`src/rtl/systolic_pkg.sv`:
```
// Shared definitions for the systolic array sequencer: state encoding,
// default array geometry and the RUN-phase length helper.
package systolic_pkg;

  localparam int SYS_ARRAY_N   = 4;
  localparam int SYS_DATA_SIZE = 8;
  // RUN lasts nv + (2*N-1) cycles: N-1 of input skew plus N of drain.
  localparam int SYS_RUN_TAIL  = 2*SYS_ARRAY_N-1;

  typedef enum logic [1:0] {
    IDLE   = 2'd0,
    LOAD_W = 2'd1,
    RUN    = 2'd2,
    DONE   = 2'd3
  } seq_state_e;

  function automatic int run_tail(input int n);
    return 2*n-1;
  endfunction

endpackage

```
`src/rtl/systolic_window_mask.sv`:
```
// Combinational window masks for a skewed systolic array.
// Row r sees activation for t in [r, nv+r); column c presents a result
// for t in [c+N, nv+c+N), the extra N covering the registered PE chain.
module systolic_window_mask
  import systolic_pkg::*;
#(
  parameter int ARRAY_N = SYS_ARRAY_N,
  parameter int VEC_W   = 8,
  parameter int TW      = 11
) (
  input  logic [TW-1:0]      t,
  input  logic [VEC_W-1:0]   nv,
  output logic [ARRAY_N-1:0] row_en,
  output logic [ARRAY_N-1:0] col_en
);

  logic [TW-1:0] nvw;
  assign nvw = TW'(nv);

  for (genvar r = 0; r < ARRAY_N; r++) begin : g_lane
    localparam logic [TW-1:0] RO = TW'(r);
    localparam logic [TW-1:0] CO = TW'(r + ARRAY_N);
    // Row 0 opens at t=0, so only the upper bound matters there.
    if (r == 0) begin : g_row0
      assign row_en[r] = (t < nvw);
    end else begin : g_rowr
      assign row_en[r] = (t >= RO) && (t < nvw + RO);
    end
    assign col_en[r] = (t >= CO) && (t < nvw + CO);
  end

endmodule

```
`src/rtl/systolic_seq_ctrl.sv`:
```
// Sequencer for an ARRAY_N x ARRAY_N systolic MAC grid: weight load,
// skewed activation streaming, then partial-sum drain.
// Optional build macro SYSTOLIC_SEQ_CTRL_PERF_EN adds busy-cycle and
// job counters (perf_cycles, perf_jobs).
module systolic_seq_ctrl
  import systolic_pkg::*;
#(
  parameter int ARRAY_N = SYS_ARRAY_N,
  parameter int MAX_VEC = 255,
  parameter int VEC_W   = 8,
  parameter int ROW_W   = 2
) (
  input  logic               clk,
  input  logic               reset,
  input  logic               start,
  input  logic [VEC_W-1:0]   num_vec,
  output logic               busy,
  output logic               done,
  output logic               w_ld_en,
  output logic [ROW_W-1:0]   w_ld_row,
  output logic               act_rd_en,
  output logic [VEC_W-1:0]   act_rd_addr,
  output logic [ARRAY_N-1:0] row_en,
  output logic [ARRAY_N-1:0] res_col_en,
  output logic [VEC_W-1:0]   res_idx
`ifdef SYSTOLIC_SEQ_CTRL_PERF_EN
  ,
  output logic [31:0]        perf_cycles,
  output logic [15:0]        perf_jobs
`endif
);

  // One extra bit over VEC_W+ROW_W keeps nv+2N-2 from wrapping at MAX_VEC.
  localparam int            TW        = VEC_W + ROW_W + 1;
  localparam logic [TW-1:0] LOAD_LAST = TW'(ARRAY_N - 1);
  localparam logic [TW-1:0] RUN_LAST  = TW'(run_tail(ARRAY_N) - 1);
  localparam logic [TW-1:0] N_T       = TW'(ARRAY_N);

  seq_state_e         state, state_n;
  logic [TW-1:0]      t, t_n;
  logic [VEC_W-1:0]   nv, nv_n, nv_in;
  logic [ARRAY_N-1:0] row_m, col_m;
  logic               run_n, act_n;

  // Requests beyond MAX_VEC are clamped when the counter could hold them.
  if (MAX_VEC < (1 << VEC_W) - 1) begin : g_clamp
    localparam logic [VEC_W-1:0] MAX_NV = VEC_W'(MAX_VEC);
    assign nv_in = (num_vec > MAX_NV) ? MAX_NV : num_vec;
  end else begin : g_pass
    assign nv_in = num_vec;
  end

  // Next-state, next-t and job-length latch; t restarts on each state entry.
  always_comb begin
    state_n = state;
    t_n     = t + TW'(1);
    nv_n    = nv;
    case (state)
      IDLE: begin
        t_n = '0;
        if (start) begin
          if (nv_in != '0) begin
            state_n = LOAD_W;
            nv_n    = nv_in;
          end else begin
            state_n = DONE;
          end
        end
      end
      LOAD_W: begin
        if (t == LOAD_LAST) begin
          state_n = RUN;
          t_n     = '0;
        end
      end
      RUN: begin
        if (t == TW'(nv) + RUN_LAST) begin
          state_n = DONE;
          t_n     = '0;
        end
      end
      DONE: begin
        state_n = IDLE;
        t_n     = '0;
      end
      default: begin
        state_n = IDLE;
        t_n     = '0;
      end
    endcase
  end

  // Masks come from next-state t so the registered outputs line up with it.
  systolic_window_mask #(
    .ARRAY_N (ARRAY_N),
    .VEC_W   (VEC_W),
    .TW      (TW)
  ) u_mask (
    .t      (t_n),
    .nv     (nv_n),
    .row_en (row_m),
    .col_en (col_m)
  );

  assign run_n = (state_n == RUN);
  assign act_n = run_n && (t_n < TW'(nv_n));

  // State, cycle counter and latched vector count.
  always_ff @(posedge clk or negedge reset) begin
    if (!reset) begin
      state <= IDLE;
      t     <= '0;
      nv    <= '0;
    end else begin
      state <= state_n;
      t     <= t_n;
      nv    <= nv_n;
    end
  end

  // Registered strobes, decoded from the next state.
  always_ff @(posedge clk or negedge reset) begin
    if (!reset) begin
      busy        <= 1'b0;
      done        <= 1'b0;
      w_ld_en     <= 1'b0;
      w_ld_row    <= '0;
      act_rd_en   <= 1'b0;
      act_rd_addr <= '0;
      row_en      <= '0;
      res_col_en  <= '0;
      res_idx     <= '0;
    end else begin
      busy        <= (state_n == LOAD_W) || run_n;
      done        <= (state_n == DONE);
      w_ld_en     <= (state_n == LOAD_W);
      w_ld_row    <= (state_n == LOAD_W) ? t_n[ROW_W-1:0] : '0;
      act_rd_en   <= act_n;
      act_rd_addr <= act_n ? t_n[VEC_W-1:0] : '0;
      row_en      <= run_n ? row_m : '0;
      res_col_en  <= run_n ? col_m : '0;
      if (run_n && col_m[0]) res_idx <= VEC_W'(t_n - N_T);
    end
  end

`ifdef SYSTOLIC_SEQ_CTRL_PERF_EN
  // Saturating busy-cycle and completed-job counters.
  always_ff @(posedge clk or negedge reset) begin
    if (!reset) begin
      perf_cycles <= '0;
      perf_jobs   <= '0;
    end else begin
      if (busy && (perf_cycles != '1)) perf_cycles <= perf_cycles + 32'd1;
      if (done && (perf_jobs != '1))   perf_jobs   <= perf_jobs + 16'd1;
    end
  end
`endif

endmodule

```
`config.mk`:
```
export PLATFORM = sky130hd
export DESIGN_NAME = systolic_seq_ctrl
export DESIGN_NICKNAME = d
export VERILOG_FILES = /design/src/rtl/systolic_pkg.sv /design/src/rtl/systolic_window_mask.sv /design/src/rtl/systolic_seq_ctrl.sv
export SDC_FILE = /design/constraint.sdc
export NUM_CORES = 1
export LEC_CHECK = 0
export ABC_AREA = 0
export BUFFER_PORTS_ARGS = -buffer_cell sky130_fd_sc_hd__buf_2
export CAP_MARGIN = 20
export CELL_PAD_IN_SITES_DETAIL_PLACEMENT = 2
export CELL_PAD_IN_SITES_GLOBAL_PLACEMENT = 2
export CORE_MARGIN = 4
export CORE_UTILIZATION = 41
export CTS_CLUSTER_SIZE = 8
export DETAILED_ROUTE_END_ITERATION = 12
export GPL_ROUTABILITY_DRIVEN = 0
export PLACE_DENSITY = 0.84
export SYNTH_ARGS = -nofsm -noshare
export SYNTH_HDL_FRONTEND = slang
export SYNTH_SLANG_ARGS = --single-unit
```
`constraint.sdc`:
```
create_clock -name clk -period 10.2 [get_ports clk]
set_input_delay 2.55 -clock clk [delete_from_list [all_inputs] [get_ports clk]]
set_output_delay 2.55 -clock clk [all_outputs]
set_load 0.005 [all_outputs]
```
After elaboration in Yosys (flattened, before gate mapping)
Index checks and enable logic that the tools add are counted.

Add/sub/neg operators: 10. Order comparisons: 15. Muxes and demuxes: 15. Reduce and logical (&&, ||, !) cells: 13. Eq/ne operators: 8.

Operators by type and width (number): 11-bit by 9-bit less-than comparator with 1-bit output (7); 8-bit by 3-bit adder with 9-bit output (second input constant) (5); 11-bit by 3-bit >= comparator with 1-bit output (second input constant) (4); 11-bit one-hot mux with 3 select lines (1); 8-bit 2-to-1 mux (4); 11-bit by 2-bit >= comparator with 1-bit output (second input constant) (2); 11-bit 2-to-1 mux (2); 8-bit by 2-bit adder with 9-bit output (second input constant) (2); 11-bit by 1-bit adder with 11-bit output (second input constant) (1); 11-bit by 2-bit equality test with 1-bit output (second input constant) (1); 11-bit by 9-bit equality test with 1-bit output (1); 11-bit by 1-bit >= comparator with 1-bit output (second input constant) (1); 11-bit by 8-bit less-than comparator with 1-bit output (1); 2-bit 2-to-1 mux (5); 8-bit by 1-bit adder with 9-bit output (second input constant) (1); 1-bit logical AND (9); 2-bit equality test (second input constant) (4); 4-bit 2-to-1 mux (2); 2-bit one-hot mux with 4 select lines (1); 8-bit nonzero test (1); 8-bit by 3-bit subtractor with 8-bit output (second input constant) (1); 2-bit by 1-bit equality test with 1-bit output (second input constant) (2); 2-bit zero test (1); 2-bit OR reduction (1); 1-bit logical OR (1).

Register bits: 51. Logic and storage cells: 73.

Logic depth before layout (Yosys ltp)
Gate-level depths: netlist of run 1.

Depth after elaboration: 8. Mapped depth: 21.

Modules after synthesis
Synthesis of run 1 repeated with hierarchy kept, for this count alone.

Cell total of the unflattened synthesis: 537. Area, all modules: 4787.1 um2.

By module, submodules not included: systolic_seq_ctrl (area an instance 2687.6 um2, instances 1, cells an instance 264); systolic_window_mask (area an instance 2099.5 um2, instances 1, cells an instance 273).

Least setup slack after synthesis of run 1
Ideal clock, no wire load.

Kind: input to register. From: input port num_vec[0]. To: register res_idx[0]. Arrival: 6361 ps. Cell stages on the path: 16. Setup slack: 3715 ps. Setup time: 125 ps. Path through: or4_1 or4_1 o21ai_4 mux2i_2 inv_1 ha_1 clkbuf_1 nand2_1 xnor2_1 ha_1 nand2_1 nor2_1 nand2_1 a311o_1 nand3_2 mux2_2.

Longest elaborated chain between the ends: 8. Elaborated cells on any way between the ends: 12.

RTL lines: start: declaration (RTL line systolic_seq_ctrl.sv:16) `input logic [VEC_W-1:0] num_vec,`; 8-bit nonzero test (RTL line systolic_seq_ctrl.sv:62) `if (nv_in != '0) begin`; 8-bit 2-to-1 mux (RTL line systolic_seq_ctrl.sv:62); 8-bit 2-to-1 mux (RTL line systolic_seq_ctrl.sv:61) `if (start) begin`; 8-bit 2-to-1 mux (RTL line systolic_seq_ctrl.sv:58) `case (state)`; named net nv_n[3] (RTL line systolic_seq_ctrl.sv:41) `logic [VEC_W-1:0] nv, nv_n, nv_in;`; 8-bit by 3-bit adder with 9-bit output (RTL line systolic_window_mask.sv:29) `assign col_en[r] = (t >= CO) && (t < nvw + CO);`; 11-bit by 9-bit less-than comparator with 1-bit output (RTL line systolic_window_mask.sv:29); 1-bit logical AND (RTL line systolic_window_mask.sv:29); 1-bit logical AND (RTL line systolic_seq_ctrl.sv:142) `if (run_n && col_m[0]) res_idx <= VEC_W'(t_n - N_T);`; end signal: assignment (RTL line systolic_seq_ctrl.sv:142); end: declaration (RTL line systolic_seq_ctrl.sv:25) `output logic [VEC_W-1:0] res_idx`.

The timed path passes the listed nets, and every way through them passes these cells. A chain may end at the register's enable or synchronous reset.

Worst setup path after layout of run 1
From: input port num_vec[0]. To: register res_idx[7].

The elaborated chain is that of the path after synthesis.

==> results of run 1 <==
## Yosys cell counts (3+ instances only)
library cell   n  share of area (%)
nor3_1        10                1.1
a211oi_1       3               0.50
a21o_1         8                1.3
nand4_1        7               0.97
clkbuf_1       8               0.67
o21a_1         3               0.50
o2111ai_1      3               0.58
dfrtp_1       50                 28
and4_1         5               0.97
xnor2_1       49                9.5
inv_2          3               0.25
nand2_1       45                3.7
mux2_2         6                1.5
nor4_1         3               0.42
nand2b_1       7               0.97
inv_1         28                2.3
o21ai_0       16                1.8
buf_2          6               0.67
a22oi_1        5               0.83
a21oi_1       31                3.4
ha_1          70                 19
nor2_1        37                3.1
xor2_1        13                2.5
o211ai_1       6                1.0
nand3_1       15                1.7
nor2b_1        6               0.83
nor3b_1        3               0.50
and2_1         5               0.69
and3_1         4               0.55
## registers in the layout, summed over array words and instances, names as in the netlist
signal,count
res_idx,8
done,1
busy,1
t,11
act_rd_addr,8
row_en,3
state,2
w_ld_row,2
res_col_en,4
nv,8
w_ld_en,1
act_rd_en,1
## cells by family after synthesis
group	after synthesis	synth area share, %
AND/OR/NAND/NOR	161	18.3
AO/OA/AOI/OAI	99	15.0
adder cells (fa/ha/maj)	72	19.9
buffers and inverters	50	4.83
flip-flops	50	27.7
multiplexers	9	2.27
XOR/XNOR	62	12.0
## metal layers
layer / global-route usage [%] / up-vias / wire length, µm
met5: 0 / - / 0
met4: 8.25 / 0 / 430
met3: 2.19 / 31 / 339
met2: 46.8 / 84 / 8370
met1: 30.7 / 2036 / 6430
li1: - / 1842 / -
## layout make-up
type | instances | share of cell area [%]
timing repair buffer | 47 | 5.08
sequential | 50 | 25.1
multi-input combinational | 403 | 61.1
clock buffer | 5 | 1.38
clock inverter | 3 | 1.38
tap | 140 | 3.52
inverter | 32 | 2.41
## report_power, final
| group | switching (µW) | internal [µW] |
|---|---|---|
| Combinational | 647 | 385 |
| Sequential | 53.8 | 241 |
| Clock | 75.5 | 98.4 |
| Total | 776 | 724 |
## worst max-delay path: stages
cell,delay (ns)
buf_2,0.11
or4_1,0.50
or4_1,0.50
o21ai_4,0.28
mux2i_2,0.70
inv_1,0.27
ha_1,0.44
nand2_1,0.15
xnor2_1,0.13
ha_1,0.28
a21oi_1,0.16
o21ai_0,0.11
nor3_1,0.23
nand3_2,0.31
mux2_1,0.41
## stage by stage
stage,hold WS (ns),std cells
after global placement,0.486,672
after global routing,0.536,680
final,0.516,680
after CTS,0.523,680
after floorplan,0.489,503
after detailed placement,0.497,672
## worst paths after layout
check                                       startpoint                  endpoint  slack, ns  depth (start not counted)
worst max register to register      state[1]$_DFF_PN0_    res_idx[7]$_DFFE_PN0P_       5.13                         14
max in group asynchronous                        reset   res_col_en[2]$_DFF_PN0_       7.41                          2
worst min register to register  res_idx[6]$_DFFE_PN0P_    res_idx[6]$_DFFE_PN0P_       0.52                          1
min in group asynchronous                        reset  act_rd_addr[3]$_DFF_PN0_       2.35                          2
worst max-delay path                        num_vec[0]    res_idx[7]$_DFFE_PN0P_       3.26                         15
worst min-delay path            res_idx[6]$_DFFE_PN0P_    res_idx[6]$_DFFE_PN0P_       0.52                          1
==> flow_summary.ini, run 1 <==
[critical_path]
setup.worst_path.start_class = input port
crit_path_end_kind = flip-flop
worst_ep_arrival_time_ns = 7.14
highest_net_fanout_along_the_worst_path = 13
worst-endpoint-required_ns = 10.40
critical_path_class = input port to flip-flop

[floorplan]
initial_core_util_pct = 41.8
dieWidth_um = 113
std_cell_rows = 38
coreArea_mm2 = 0.0108
dieHeight_um = 113
boundaryPins = 41
die_area_mm2 = 0.0127

[pwr]
leakage_uw = 0.00246
vdd_drop_max_mv = 0.0970
powerDensity_mw_per_mm2 = 301
design_power_total_uw = 1500

[sta]
tns_ns = 0
fmax_mhz = 144
report.final.setup_viol = 0
worst_slew_pin_slew_ns = 1.30
final.setup.worst_slack_ns = 3.26
finalClockSkew_ns = 0.00819
rsz_0062_raised_after_global_routing = false
fin_crit_ns = 6.94
finalHoldViolations = 0
min_period_over_period_pct = 68.0
finalMaxSlewViolations = 0
timing.max_slew.rel_slack_pct = 13.5

[global_route]
grt_start_max_net_pins = 51
grt_pass1_wl_mm = 25.4
number_of_global_route_vias_before_repair = 4565
number_of_antenna_violations_at_the_first_check_in_global_routing = 0
groute.usage.overall_pct = 25.3
grt.overflow.total = 0

[drt]
num_vias = 3993
postRouteAntennaNets = 0
drc_errors = 0
dr_pass1_iterations = 4
drt-total-wl_mm = 15.6
initialDrtViolationCount = 185
routedWlPerCell_um = 22.9
via_per_inst = 5.87

[clock_tree]
htree_num_levels = 2
cts_setup_buffers = 0
worstSkewPairLatency_ns = 0.32
cts.path.max_buffers = 2
cts-root-buf = clkbuf_8
cts-hold-fix-buffers = 0
tritoncts = yes
numClockSinks = 50
clkSlewWorstSetupHoldPaths_ns = 0.10
numCtsBuffers = 5
post_cts.resized_instances = 0

[run]
maximum_capacitance_violations = 0

[logic_synthesis]
synth.net_count = 584
postSynth.asyncResetShare_pct = 100
synth_edf_count = 0
synth.yosys.seq_area_share_pct = 27.7
netlist_area_mm2 = 0.00451
ys_seq_elements = 50
synth.distinct_cells = 67
postSynthAreaPerCell_um2 = 8.97
ys.warnings.count = 0
postSynthCellCount = 503
synth_top_flop_cell = dfrtp_1

[layout]
antenna_cells_inserted = 0
fin_area_mm2 = 0.00498
nFillCells = 1220
final_layout_size_suffix_gt1_share_pct = 13.5
multi_input_area_mm2 = 0.00304
most-common-layout-cells = ha_1 (70), dfrtp_1 (50), xnor2_1 (49)
area_growth_pct = 10.4
final_core_utilization_pct = 46.1
finalNetCount = 620
layout.cells.most_common = ha_1
regArea_mm2 = 0.00125

[placement]
placed_area_mm2 = 0.00484
numPortBuffers = 40
detailed_place_hpwl_mm = 11.9
post-place-ws_ns = 2.99

[status]
status = completed

[worst_hold_path]
worstHoldPathType = flip-flop to flip-flop
Note: power is estimated with default switching activity, not from simulation.
==> run 2: changes to the inputs <==
--- a/config.mk
+++ b/config.mk
@@ -11,11 +11,11 @@
 export CELL_PAD_IN_SITES_DETAIL_PLACEMENT = 2
 export CELL_PAD_IN_SITES_GLOBAL_PLACEMENT = 2
 export CORE_MARGIN = 4
-export CORE_UTILIZATION = 41
+export CORE_UTILIZATION = 38
 export CTS_CLUSTER_SIZE = 8
 export DETAILED_ROUTE_END_ITERATION = 12
 export GPL_ROUTABILITY_DRIVEN = 0
-export PLACE_DENSITY = 0.84
+export PLACE_DENSITY = 0.78
 export SYNTH_ARGS = -nofsm -noshare
 export SYNTH_HDL_FRONTEND = slang
 export SYNTH_SLANG_ARGS = --single-unit
==> constraint.sdc (replaced) <==
create_clock -name clk -period 6.6 [get_ports clk]
set_input_delay 1.65 -clock clk [delete_from_list [all_inputs] [get_ports clk]]
set_output_delay 1.65 -clock clk [all_outputs]
set_load 0.005 [all_outputs]
==> run 2 against run 1 <==
- critical path depth up 2
- clock-buffer cell count is the same
- power increased by 62%
- critical path type unchanged
- register-to-register slack worse by 3.3 ns
- cell area increased by 1.8%
==> flow_summary.ini, run 2 (same netlist as run 1, synthesis figures left out) <==
[placement]
placed_area_mm2 = 0.00487
numPortBuffers = 40
detailed_place_hpwl_mm = 11.8
post-place-ws_ns = 0.741
dp.cells = 679

[floorplan]
initial_core_util_pct = 39.2
coreArea_mm2 = 0.0115
std_cell_rows = 39
dieWidth_um = 117
die_area_mm2 = 0.0137
boundaryPins = 41
dieHeight_um = 117

[layout]
fin_area_mm2 = 0.00507
most-common-layout-cells = ha_1 (70), dfrtp_1 (50), xnor2_1 (49)
antenna_cells_inserted = 0
layout.cells.most_common = ha_1
final_layout_size_suffix_gt1_share_pct = 14.2
final_core_utilization_pct = 44.0
area_growth_pct = 12.4
nFillCells = 1281
largest_register_ffs = 11
finalNetCount = 624
post_layout_nonfiller_instances = 687
top_register = t

[global_route]
busiest_layer = met2
groute.usage.overall_pct = 23.7
grt_start_max_net_pins = 51
grt_util_met2_pct = 43.2
grt_pass1_wl_mm = 24.2
number_of_antenna_violations_at_the_first_check_in_global_routing = 0
met3_usage_pct = 3.86
grtUsageMet1_pct = 27.7
grt.overflow.total = 0
number_of_global_route_vias_before_repair = 4327

[clock_tree]
numClockSinks = 50
htree_num_levels = 2
clkSlewWorstSetupHoldPaths_ns = 0.07
post_cts.resized_instances = 0
cts.path.max_buffers = 2
cts_setup_buffers = 0
cts-hold-fix-buffers = 0
numCtsBuffers = 5
worstSkewPairLatency_ns = 0.30
tritoncts = yes
cts-root-buf = clkbuf_16

[pwr]
vdd_drop_max_mv = 0.145
pwr-share-comb_pct = 67.2
leakage_uw = 0.00250
switching_share_pct = 50.3
powerDensity_mw_per_mm2 = 479
power_frac_seq_pct = 18.7
p_sw_uw = 1220
intPower_uw = 1210
power.clock.fraction_pct = 14.1

[drt]
drc_errors = 0
via_per_inst = 5.79
num_vias = 3981
initialDrtViolationCount = 201
dr_pass1_iterations = 4
routedWlPerCell_um = 22.5
postRouteAntennaNets = 0
drt-total-wl_mm = 15.4

[sta]
min_period_over_period_pct = 85.2
final.setup.worst_slack_ns = 0.975
finalMaxSlewViolations = 0
tns_ns = 0
fmax_mhz = 178
timing.max_slew.rel_slack_pct = 20.6
finalHoldViolations = 0
rsz_0062_raised_after_global_routing = false
finalClockSkew_ns = 0.00738
report.final.setup_viol = 0
worst_slew_pin_slew_ns = 1.19
fin_crit_ns = 5.62

[critical_path]
highest_net_fanout_along_the_worst_path = 13
crit_path_end_kind = flip-flop
critical_path_class = input port to flip-flop
setup.worst_path.start_class = input port
worst_ep_arrival_time_ns = 5.81
worst-endpoint-required_ns = 6.79

[status]
status = completed

[run]
maximum_capacitance_violations = 0

[worst_hold_path]
worstHoldPathType = flip-flop to flip-flop
==> run 2: routing by layer <==
metal	routed length (µm)	vias to the layer above	part of all wire [%]
met2	7900	62	51
met3	526	28	3.4
met4	518	0	3.4
met1	6490	2037	42
li1	-	1854	-
met5	0	-	0
==> run 2: path summary, 6_finish.rpt <==
| path | slack (ns) | to | cells after the start | from |
|---|---|---|---|---|
| hold reg to reg | 0.51 | res_idx[4]$_DFFE_PN0P_ | 1 | res_idx[4]$_DFFE_PN0P_ |
| hold / removal | 0.51 | res_idx[4]$_DFFE_PN0P_ | 1 | res_idx[4]$_DFFE_PN0P_ |
| setup / recovery | 0.98 | res_idx[0]$_DFFE_PN0P_ | 17 | num_vec[0] |
| max in group asynchronous | 4.69 | res_col_en[3]$_DFF_PN0_ | 2 | reset |
| setup reg to reg | 1.80 | act_rd_addr[7]$_DFF_PN0_ | 16 | t[6]$_DFF_PN0_ |
| min in group asynchronous | 1.47 | res_col_en[0]$_DFF_PN0_ | 2 | reset |
==> run 2: through the flow <==
step                hold slack (ns)  total power (µW)
finish                        0.507              2430
global route                  0.532              2640
CTS                           0.505              2440
detailed placement            0.489              2070
global placement              0.486              1970
floorplan                     0.489              1520
==> run 2: power groups by stage <==
stage | Combinational (µW) | Sequential [µW] | Clock (µW)
5_1_grt | 1810 | 465 | 363
3_5_place_dp | 1610 | 457 | 0
4_1_cts | 1640 | 453 | 350
3_3_place_gp | 1510 | 455 | 0
6_report | 1630 | 453 | 343
2_1_floorplan | 1100 | 425 | 0
==> run 2: final cells by class <==
| class | count | area [µm²] | share of cell area, % |
|---|---|---|---|
| flip-flops and latches | 50 | 1250 | 24.7 |
| clock inverters | 3 | 68.8 | 1.36 |
| inverters | 32 | 120 | 2.37 |
| clock buffers | 5 | 125 | 2.47 |
| multi-input cells | 403 | 3040 | 60.0 |
| well taps | 143 | 179 | 3.53 |
| repair buffers | 51 | 283 | 5.58 |
==> run 2: worst max-delay path: stages <==
cell and delay (ns):
buf_2 0.11, or4_1 0.49, or4_1 0.51, o21ai_4 0.28
a22oi_1 0.10, buf_4 0.21, inv_1 0.18, ha_1 0.47
nand2_1 0.12, xnor2_1 0.16, ha_1 0.30, nand2_1 0.06
nor2_1 0.11, nand2_1 0.09, a311o_1 0.37, nand3_2 0.22
mux2_2 0.37
==> run 3: changes to the inputs <==
--- a/config.mk
+++ b/config.mk
@@ -16,6 +16,7 @@
 export DETAILED_ROUTE_END_ITERATION = 12
 export GPL_ROUTABILITY_DRIVEN = 0
 export PLACE_DENSITY = 0.78
+export RECOVER_POWER = 100
 export SYNTH_ARGS = -nofsm -noshare
 export SYNTH_HDL_FRONTEND = slang
 export SYNTH_SLANG_ARGS = --single-unit
==> run 3 against run 2 <==
- maximum frequency decreased by 4.8%
- critical path depth unchanged
- sequential share of layout area increased by 0.34 points
- final cell count unchanged
- register-to-register slack got worse by 0.70 ns
- global-route usage unchanged
- utilization decreased by 0.60 points
- routed wire length about the same
- the run now ends with max-capacitance violations, max-slew violations left
- sequential power about the same
==> flow_summary.ini, run 3 (same netlist as run 1, synthesis figures left out) <==
[drt]
dr_pass1_iterations = 4
num_vias = 3972
via_per_inst = 5.78
drc_errors = 0
highest_metal_layer_with_signal_wires = met4
route.layer.met1.wl_mm = 6.57
met2_wirelength_mm = 7.85
routedWlPerCell_um = 22.5
wl_met3_um = 466
drt-total-wl_mm = 15.4
initialDrtViolationCount = 215
postRouteAntennaNets = 0

[critical_path]
critPathMaxStageDelay_ns = 0.50
highest_net_fanout_along_the_worst_path = 13
reg2reg_from = t[6]$_DFF_PN0_
worst_ep_arrival_time_ns = 6.09
ff2ff_setup_slack_ns = 1.10
crit_top_cell = nand2_1
setup.worst_path.start_class = input port
crit_path_end_kind = flip-flop
r2r_end = act_rd_addr[7]$_DFF_PN0_
worst_path_dominant_cell_family = simple AND/OR/NAND/NOR gates
worst-endpoint-required_ns = 6.79
reg2regPathDepth = 16
critical_path_buffer_and_inverter_count = 3
slowest_stage = or4_1
critical_path_class = input port to flip-flop
crit_chain = buf_2 > or4_1 > or4_1 > o21ai_4 > a22oi_1 > clkbuf_1 > inv_1 > ha_1 > nand2_1 > xnor2_1 > ha_1 > nand2_1 > nor2_1 > nand2_1 > a311o_1 > nand3_1 > mux2_2

[floorplan]
boundaryPins = 41
initial_core_util_pct = 39.2
die_area_mm2 = 0.0137
dieHeight_um = 117
coreArea_mm2 = 0.0115
dieWidth_um = 117
std_cell_rows = 39

[sta]
min_period_over_period_pct = 89.5
fmax_mhz = 169
fin_crit_ns = 5.91
finalClockSkew_ns = 0.00670
timing.max_slew.rel_slack_pct = -88.2
finalMaxSlewViolations = 51
rsz_0062_raised_after_global_routing = false
worst_slew_pin_slew_ns = 2.82
report.final.setup_viol = 0
tns_ns = 0
finalHoldViolations = 0

[worst_hold_path]
min_path_cells = 1
holdPathEnd = res_idx[7]$_DFFE_PN0P_
worstHoldPathType = flip-flop to flip-flop
worstHoldStart = res_idx[7]$_DFFE_PN0P_

[clock_tree]
cts-hold-fix-buffers = 0
numClockSinks = 50
worstSkewPairLatency_ns = 0.30
htree_num_levels = 2
clkSlewWorstSetupHoldPaths_ns = 0.07
cts.path.max_buffers = 2
numCtsBuffers = 5
tritoncts = yes
post_cts.resized_instances = 0
cts-root-buf = clkbuf_16
cts_setup_buffers = 0

[layout]
most-common-layout-cells = ha_1 (70), dfrtp_1 (50), xnor2_1 (49)
nFillCells = 1301
post_layout_nonfiller_instances = 687
finalNetCount = 624
area_growth_pct = 10.8
largest_register_ffs = 11
top_register = t
layout.cells.most_common = ha_1
final_core_utilization_pct = 43.4
final_layout_size_suffix_gt1_share_pct = 8.46
antenna_cells_inserted = 0

[global_route]
grt_start_max_net_pins = 51
grt.overflow.total = 0
number_of_global_route_vias_before_repair = 4327
groute.usage.overall_pct = 23.7
number_of_antenna_violations_at_the_first_check_in_global_routing = 0
grt_pass1_wl_mm = 24.2

[placement]
detailed_place_hpwl_mm = 11.8
dp.cells = 679
numPortBuffers = 40

[status]
status = finished, violations left
failing_checks = max-capacitance violations, max-slew violations

[pwr]
vdd_drop_max_mv = 0.144
powerDensity_mw_per_mm2 = 479
leakage_uw = 0.00241

[run]
maximum_capacitance_violations = 1
-- run 3: worst reg2reg max path, cell delays in order, from the launching register on --
cell and delay (ns):
dfrtp_1 0.52, or4b_1 0.57, a21oi_1 0.20, nor3_2 0.07
o311ai_0 0.65, and2_0 0.79, or2_0 0.71, inv_1 0.11
ha_1 0.30, o21ai_0 0.18, nand2b_1 0.09, a21oi_1 0.20
nor2b_1 0.10, o31ai_1 0.09, nand3b_1 0.13, a311o_1 0.49
nor3_1 0.21
-- run 3: final cells by class --
class | count | area (µm²) | share of cell area (%)
Clock inverter | 3 | 68.8 | 1.38
Multi-Input combinational cell | 403 | 3020 | 60.3
Timing Repair Buffer | 51 | 240 | 4.80
Tap cell | 143 | 179 | 3.58
Clock buffer | 5 | 125 | 2.50
Sequential cell | 50 | 1250 | 25.0
Inverter | 32 | 120 | 2.40
-- run 3: worst max path at each step --
stage,cells past startpoint,end,from
after global routing,17,res_idx[6]$_DFFE_PN0P_,num_vec[3]
after floorplan,16,res_idx[0]$_DFFE_PN0P_,num_vec[0]
final,17,res_idx[0]$_DFFE_PN0P_,num_vec[3]
after CTS,17,res_idx[0]$_DFFE_PN0P_,num_vec[0]
after global placement,17,res_idx[5]$_DFFE_PN0P_,num_vec[0]
after detailed placement,17,res_idx[0]$_DFFE_PN0P_,num_vec[0]
-- run 3: power by group --
group / switching [µW] / total, µW / internal (µW) / leakage, µW
combinational: 1000 / 1600 / 595 / 0.00165
sequential: 79.5 / 453 / 373 / 0.000665
clock: 124 / 343 / 218 / 0.0000940
total: 1210 / 2390 / 1190 / 0.00241
-- run 3: per-stage QoR --
stage / total power, µW / setup slack, ns / instance area [µm²] / hold slack, ns
6_report: 2390 / 0.694 / 5000 / 0.510
5_1_grt: 2610 / 0.374 / 5000 / 0.532
4_1_cts: 2440 / 1.00 / 5070 / 0.505
3_5_place_dp: 2070 / 0.741 / 4870 / 0.489
3_3_place_gp: 1970 / 0.893 / 4870 / 0.486
2_1_floorplan: 1520 / 1.01 / 4510 / 0.489
-- run 3: routing by layer --
metal / track usage, % / up-vias
met1: 27.7 / 2032
met4: 9.10 / 0
met5: 0 / -
li1: - / 1853
met3: 3.86 / 28
met2: 43.2 / 59
